<file path="config.mk">
export PLATFORM = sky130hd
export DESIGN_NAME = bounded_updown_counter
export DESIGN_NICKNAME = d
export VERILOG_FILES = /design/src/rtl/counter_pkg.sv /design/src/rtl/bounded_step_calc.sv /design/src/rtl/bounded_updown_counter.sv
export SDC_FILE = /design/constraint.sdc
export NUM_CORES = 1
export LEC_CHECK = 0
export ABC_AREA = 1
export BUFFER_PORTS_ARGS = -buffer_cell sky130_fd_sc_hd__buf_2
export CELL_PAD_IN_SITES_DETAIL_PLACEMENT = 1
export CELL_PAD_IN_SITES_GLOBAL_PLACEMENT = 1
export CORE_MARGIN = 2
export CORE_UTILIZATION = 45
export CTS_CLUSTER_SIZE = 24
export DETAILED_ROUTE_END_ITERATION = 10
export GPL_TIMING_DRIVEN = 0
export PLACE_DENSITY_LB_ADDON = 0.1
export SYNTH_ARGS = -nofsm -noshare
export SYNTH_HDL_FRONTEND = slang
export SYNTH_HIERARCHICAL = 1
export SYNTH_SLANG_ARGS = --single-unit
</file>
<file path="constraint.sdc">
create_clock -name clk -period 7.9 [get_ports clk]
set_clock_uncertainty 0.1 [all_clocks]
set_input_delay 0.79 -clock clk [delete_from_list [all_inputs] [get_ports clk]]
set_output_delay 0.79 -clock clk [all_outputs]
set_load 0.05 [all_outputs]
</file>
<file path="src/rtl/counter_pkg.sv">
// -----------------------------------------------------------------------------
// counter_pkg
// Shared types and arithmetic helpers for the bounded up/down counter family.
//
// All helpers work on a fixed (CNT_MAX_W+1)-bit intermediate so that
// count + step and lo_bound + step can never wrap silently, whatever the
// instantiated counter width (up to CNT_MAX_W bits). Callers zero-extend
// their operands into cnt_wide_t and truncate the result back to WIDTH.
// -----------------------------------------------------------------------------
package counter_pkg;

  typedef enum logic {CNT_DOWN = 1'b0, CNT_UP   = 1'b1} cnt_dir_e;
  typedef enum logic {POL_SAT  = 1'b0, POL_WRAP = 1'b1} cnt_pol_e;

  // Widest counter supported by the helpers; one extra bit holds the carry.
  localparam int CNT_MAX_W = 64;
  typedef logic [CNT_MAX_W:0] cnt_wide_t;

  // Clamp v into the inclusive range [lo, hi].
  function automatic cnt_wide_t clamp_wide(input cnt_wide_t v,
                                           input cnt_wide_t lo,
                                           input cnt_wide_t hi);
    if (v < lo)      return lo;
    else if (v > hi) return hi;
    else             return v;
  endfunction

  // Stepping up would pass (or already sits beyond) the upper bound.
  function automatic logic up_event(input cnt_wide_t cnt,
                                    input cnt_wide_t step,
                                    input cnt_wide_t hi);
    return (cnt + step) > hi;
  endfunction

  // Stepping down would pass (or already sits below) the lower bound.
  function automatic logic dn_event(input cnt_wide_t cnt,
                                    input cnt_wide_t step,
                                    input cnt_wide_t lo);
    return cnt < (lo + step);
  endfunction

  // Next count given whether a boundary event fires. Without an event the
  // down path cannot underflow because cnt >= lo + step is guaranteed.
  function automatic cnt_wide_t step_next(input cnt_wide_t cnt,
                                          input cnt_wide_t step,
                                          input cnt_wide_t lo,
                                          input cnt_wide_t hi,
                                          input cnt_dir_e  dir,
                                          input cnt_pol_e  pol,
                                          input logic      evt);
    if (evt) begin
      if (dir == CNT_UP) return (pol == POL_WRAP) ? lo : hi;
      else               return (pol == POL_WRAP) ? hi : lo;
    end
    return (dir == CNT_UP) ? (cnt + step) : (cnt - step);
  endfunction

endpackage

</file>
<file path="src/rtl/bounded_step_calc.sv">
// -----------------------------------------------------------------------------
// bounded_step_calc
// Purely combinational next-state calculator for one enabled counting step.
//
// Ports:
//   count      in   current count
//   step       in   step magnitude (zero-extended)
//   lo_bound   in   inclusive lower bound
//   hi_bound   in   inclusive upper bound
//   mode       in   1 = up, 0 = down
//   wrap       in   1 = wrap to opposite bound, 0 = saturate
//   next_count out  count after an enabled step
//   up_evt     out  up boundary event
//   dn_evt     out  down boundary event
//
// Enable, load and configuration-error gating are applied by the caller.
// A zero step never raises an event: the count simply holds.
// -----------------------------------------------------------------------------
module bounded_step_calc
  import counter_pkg::*;
#(
  parameter int WIDTH  = 32,
  parameter int STEP_W = 8
) (
  input  logic [WIDTH-1:0]  count,
  input  logic [STEP_W-1:0] step,
  input  logic [WIDTH-1:0]  lo_bound,
  input  logic [WIDTH-1:0]  hi_bound,
  input  logic              mode,
  input  logic              wrap,
  output logic [WIDTH-1:0]  next_count,
  output logic              up_evt,
  output logic              dn_evt
);

  cnt_wide_t count_w;
  cnt_wide_t step_w;
  cnt_wide_t lo_w;
  cnt_wide_t hi_w;
  cnt_wide_t next_w;
  cnt_dir_e  dir;
  cnt_pol_e  pol;
  logic      step_nz;

  assign count_w = cnt_wide_t'(count);
  assign step_w  = cnt_wide_t'(step);
  assign lo_w    = cnt_wide_t'(lo_bound);
  assign hi_w    = cnt_wide_t'(hi_bound);
  assign dir     = cnt_dir_e'(mode);
  assign pol     = cnt_pol_e'(wrap);
  assign step_nz = |step;

  assign up_evt = (dir == CNT_UP)   && step_nz && up_event(count_w, step_w, hi_w);
  assign dn_evt = (dir == CNT_DOWN) && step_nz && dn_event(count_w, step_w, lo_w);

  assign next_w     = step_next(count_w, step_w, lo_w, hi_w, dir, pol, up_evt | dn_evt);
  assign next_count = WIDTH'(next_w);

endmodule

</file>
<file path="src/rtl/bounded_updown_counter.sv">
// -----------------------------------------------------------------------------
// bounded_updown_counter
// Up/down counter with runtime bounds, variable step and wrap/saturate policy.
//
// Ports:
//   clk        in   clock, rising edge
//   rst        in   asynchronous reset, active-high
//   en         in   count enable
//   mode       in   1 = up, 0 = down
//   load       in   synchronous load strobe (wins over en)
//   load_val   in   value to load, clamped into [lo_bound, hi_bound]
//   step       in   step magnitude, zero-extended
//   lo_bound   in   inclusive lower bound
//   hi_bound   in   inclusive upper bound
//   wrap       in   1 = wrap to opposite bound, 0 = saturate at reached bound
//   clr_flags  in   clears both sticky flags (a coincident set wins)
//   count      out  current count, registered
//   tc         out  one-cycle terminal-count pulse after a boundary event
//   ovf_sticky out  set by an up boundary event
//   udf_sticky out  set by a down boundary event
//   bound_err  out  registered lo_bound > hi_bound
//
// Per-cycle precedence: rst > bound error > load > en.
// -----------------------------------------------------------------------------
module bounded_updown_counter
  import counter_pkg::*;
#(
  parameter int               WIDTH     = 32,
  parameter int               STEP_W    = 8,
  parameter logic [WIDTH-1:0] RESET_VAL = '0
) (
  input  logic              clk,
  input  logic              rst,
  input  logic              en,
  input  logic              mode,
  input  logic              load,
  input  logic [WIDTH-1:0]  load_val,
  input  logic [STEP_W-1:0] step,
  input  logic [WIDTH-1:0]  lo_bound,
  input  logic [WIDTH-1:0]  hi_bound,
  input  logic              wrap,
  input  logic              clr_flags,
  output logic [WIDTH-1:0]  count,
  output logic              tc,
  output logic              ovf_sticky,
  output logic              udf_sticky,
  output logic              bound_err
);

  logic [WIDTH-1:0] next_count;
  logic [WIDTH-1:0] load_clamped;
  logic             up_evt;
  logic             dn_evt;
  logic             cfg_err;

  // The live condition gates this cycle's update; bound_err is its registered copy.
  assign cfg_err      = lo_bound > hi_bound;
  assign load_clamped = WIDTH'(clamp_wide(cnt_wide_t'(load_val),
                                          cnt_wide_t'(lo_bound),
                                          cnt_wide_t'(hi_bound)));

  bounded_step_calc #(
    .WIDTH  (WIDTH),
    .STEP_W (STEP_W)
  ) u_step_calc (
    .count      (count),
    .step       (step),
    .lo_bound   (lo_bound),
    .hi_bound   (hi_bound),
    .mode       (mode),
    .wrap       (wrap),
    .next_count (next_count),
    .up_evt     (up_evt),
    .dn_evt     (dn_evt)
  );

  // NOTE: non-blocking assignments throughout, so every register samples the
  // pre-edge values and later statements may override earlier ones (set wins
  // over clear below) without ordering races.
  always_ff @(posedge clk or posedge rst) begin
    if (rst) begin
      count      <= RESET_VAL;
      tc         <= 1'b0;
      ovf_sticky <= 1'b0;
      udf_sticky <= 1'b0;
      bound_err  <= 1'b0;
    end else begin
      bound_err <= cfg_err;
      tc        <= 1'b0;

      if (clr_flags) begin
        ovf_sticky <= 1'b0;
        udf_sticky <= 1'b0;
      end

      if (cfg_err) begin
        // Misconfigured bounds: freeze everything until they are fixed.
      end else if (load) begin
        count <= load_clamped;
      end else if (en) begin
        count <= next_count;
        if (up_evt) begin
          tc         <= 1'b1;
          ovf_sticky <= 1'b1;
        end
        if (dn_evt) begin
          tc         <= 1'b1;
          udf_sticky <= 1'b1;
        end
      end
    end
  end

endmodule

</file>
==> out/results.ini <==
[outcome]
status = finished, final reports clean

[timing]
rsz0062_at_grt = no
min_period_ps = 5110
relSlewSlack = 0.362
setup_viol = 0
tightest_slew_ps = 954
hold_viol = 0
slew_viol_final = 0
timing.setup.tns_ps = 0
fin_crit_sh = 0.647
fmax_ghz = 0.196

[logic_synthesis]
ys_types = 54
yosys_warnings = 6
postSynthAreaPerCell_um2 = 5.88
synth_area_um2 = 11400
ys_ff_latch = 36
syn_inst = 1937
synth_compound_area_frac = 0.134
synth_top_family_by_area = simple AND/OR/NAND/NOR gates
yosysSeqAreaShare = 0.0791
synth_xor_area_frac = 0.0338
synth-simple-area-share = 0.413
synth_adder_area_share = 0.205
synth_mux_area_frac = 0.000988
syn_nets = 2233

[die]
dieHeight_um = 163
io_pins = 147
core-area_um2 = 25000
die_w_um = 163
rows = 58
dieArea_um2 = 26600
start_util = 0.455

[route]
vias_per_cell = 5.69
drc = 0
drtAntennaViolNets = 0
drt-total-wl_mm = 50.1
vias = 13800
wl_per_cell_um = 20.7
first_pass_iters = 5
drt-initial-drc-count = 709

[min_path]
worstHoldStart = ovf_sticky
min_to = ovf_sticky
min_path_cells = 2
hp-class = reg2reg

[finish]
n_antenna_cell = 0
layout_commonest_cell = nand2_1
fillers = 3700
syn_to_final_growth_pct = 11.2
drive_above_1_share = 0.147
finish.utilization = 0.506
final_cell_mix = nand2_1 (407), inv_1 (280), nand3_1 (269)
nNetsFinal = 2385

[grt]
track_usage = 0.374
grt_pass1_wl_mm = 76.8
grt_max_degree = 37
grt-ovfl-total = 0
antenna_found_initial = 0
grt_pass1_vias = 13900

[critical_path]
cp_common_cell = nand2_1
crit_type = in2reg
worstPathRequired_ps = 7970
crit_path_max_fanout = 10
reg2regPathDepth = 23
r2r-start = count[7]
slowest_stage = fa_1
max_stage_delay_ps = 400
arrival_ps = 5180
r2r-end = count[26]
start_kind = input pin
path_buf_inv = 7
critPathTopFamily = simple AND/OR/NAND/NOR gates
r2r_setup_slack_ps = 3040
cp-startpoint = lo_bound[0]
end_kind = flop

[flow_run]
cap_violations = 0

[clock_network]
holdBufCountCts = 0
post_cts_resized = 0
cts_buffers = 5
cts-root-buf = clkbuf_16
clock_latency_ps = 290
htree_levels = 2
clk_pin_slew_ps = 60
cts.path.max_buffers = 2
postCtsSetupBuffers = 0
cts_tree = yes
clock-sinks = 36

[placement]
gp_congestion = 0.942
io_buffers = 145
dp.final_hpwl_mm = 43.5

[power]
p_leak_uw = 0.00694
p_per_area_nw_per_um2 = 210
irDropWorstVdd_uv = 135
p_total_uw = 2660

-- Yosys cell counts, drive strengths merged --
master / instances / area [µm²]
a211oi: 2 / 15.0
a21boi: 2 / 26.3
a21o: 6 / 45.0
a21oi: 174 / 923
a31oi: 1 / 6.26
a41oi: 1 / 8.76
and2: 7 / 43.8
and3: 6 / 37.5
buf: 40 / 310
clkbuf: 28 / 105
clkinv: 2 / 12.5
dfrtp: 36 / 901
fa: 3 / 60.1
ha: 182 / 2280
inv: 293 / 1100
mux2: 1 / 11.3
nand2: 466 / 1930
nand3: 275 / 1410
nand3b: 2 / 15.0
nand4: 29 / 181
nor2: 208 / 853
nor3: 28 / 140
nor4: 9 / 71.3
nor4b: 1 / 8.76
o211ai: 1 / 7.51
o21a: 5 / 37.5
o21ai: 77 / 404
o21bai: 1 / 7.51
o221ai: 1 / 8.76
o31ai: 3 / 22.5
o41ai: 1 / 8.76
or2: 2 / 12.5
xnor2: 3 / 26.3
xor2: 41 / 359
-- logic make-up after synthesis --
group,Yosys count
AO/OA/AOI/OAI,275
XOR/XNOR,44
adder cells (fa/ha/maj),185
buffers and inverters,363
flip-flops,36
multiplexers,1
AND/OR/NAND/NOR,1033
-- worst max path at each step --
stage | slack, ps | to | depth (start not counted)
2_1_floorplan | 3710 | count[22] | 29
3_5_place_dp | 2600 | count[31] | 29
4_1_cts | 2880 | count[11] | 25
6_report | 2790 | count[7] | 29
3_3_place_gp | 2690 | count[27] | 25
5_1_grt | 2440 | count[7] | 29
-- metal layers --
layer,up-vias,routed length [µm],track usage
met3,88,2400,0.0244
met4,0,1800,0.132
met2,416,23300,0.637
met5,-,0,0
met1,6603,22600,0.500
li1,6658,-,-
-- area by class of cell --
class                           instances  area [µm²]  share of cell area
Timing Repair Buffer                  145         726              0.0573
Inverter                              295        1110              0.0878
Clock inverter                          1        5.00            0.000395
Tap cell                              330         413              0.0326
Multi-Input combinational cell       1538        8960               0.708
Clock buffer                            6         129              0.0102
Sequential cell                        36         901              0.0711
Buffer                                 68         415              0.0328
-- stage by stage --
stage,cell area (µm²),std cells,setup slack (ps),hold slack (ps)
final,12700,2419,2790,389
after CTS,12700,2419,2880,383
after global placement,12500,2412,2690,361
after detailed placement,12500,2412,2600,365
after floorplan,11400,1937,3710,655
after global routing,12700,2419,2440,445
-- registers in the layout, indices dropped and copies added (netlist names) --
signal and cells:
bound_err 1, count 32, ovf_sticky 1, tc 1, udf_sticky 1
-- report_power, final --
part | internal, µW | switching (µW) | leakage (µW) | total, µW
clock | 115 | 83.7 | 0.0000667 | 199
sequential | 236 | 178 | 0.000415 | 414
combinational | 655 | 1390 | 0.00646 | 2050
total | 1010 | 1660 | 0.00694 | 2660
-- worst reg2reg max path: stages, from the launching register on --
cell and delay [ps]:
dfrtp_1 540, ha_1 300, buf_4 170, nor2_4 130
nand2_1 110, o21ai_4 380, nand3_1 260, nor2_1 350
nand3_1 160, and2_1 220, ha_1 300, nand2_1 60
nor3_1 330, nand3b_1 130, nor2_1 230, a21boi_4 90
nand2_4 150, buf_4 220, nand3_1 120, nand2_1 100
inv_1 40, nor2_1 110, nor2_2 70, a21oi_2 120
Power figures use the tool's default switching activity.
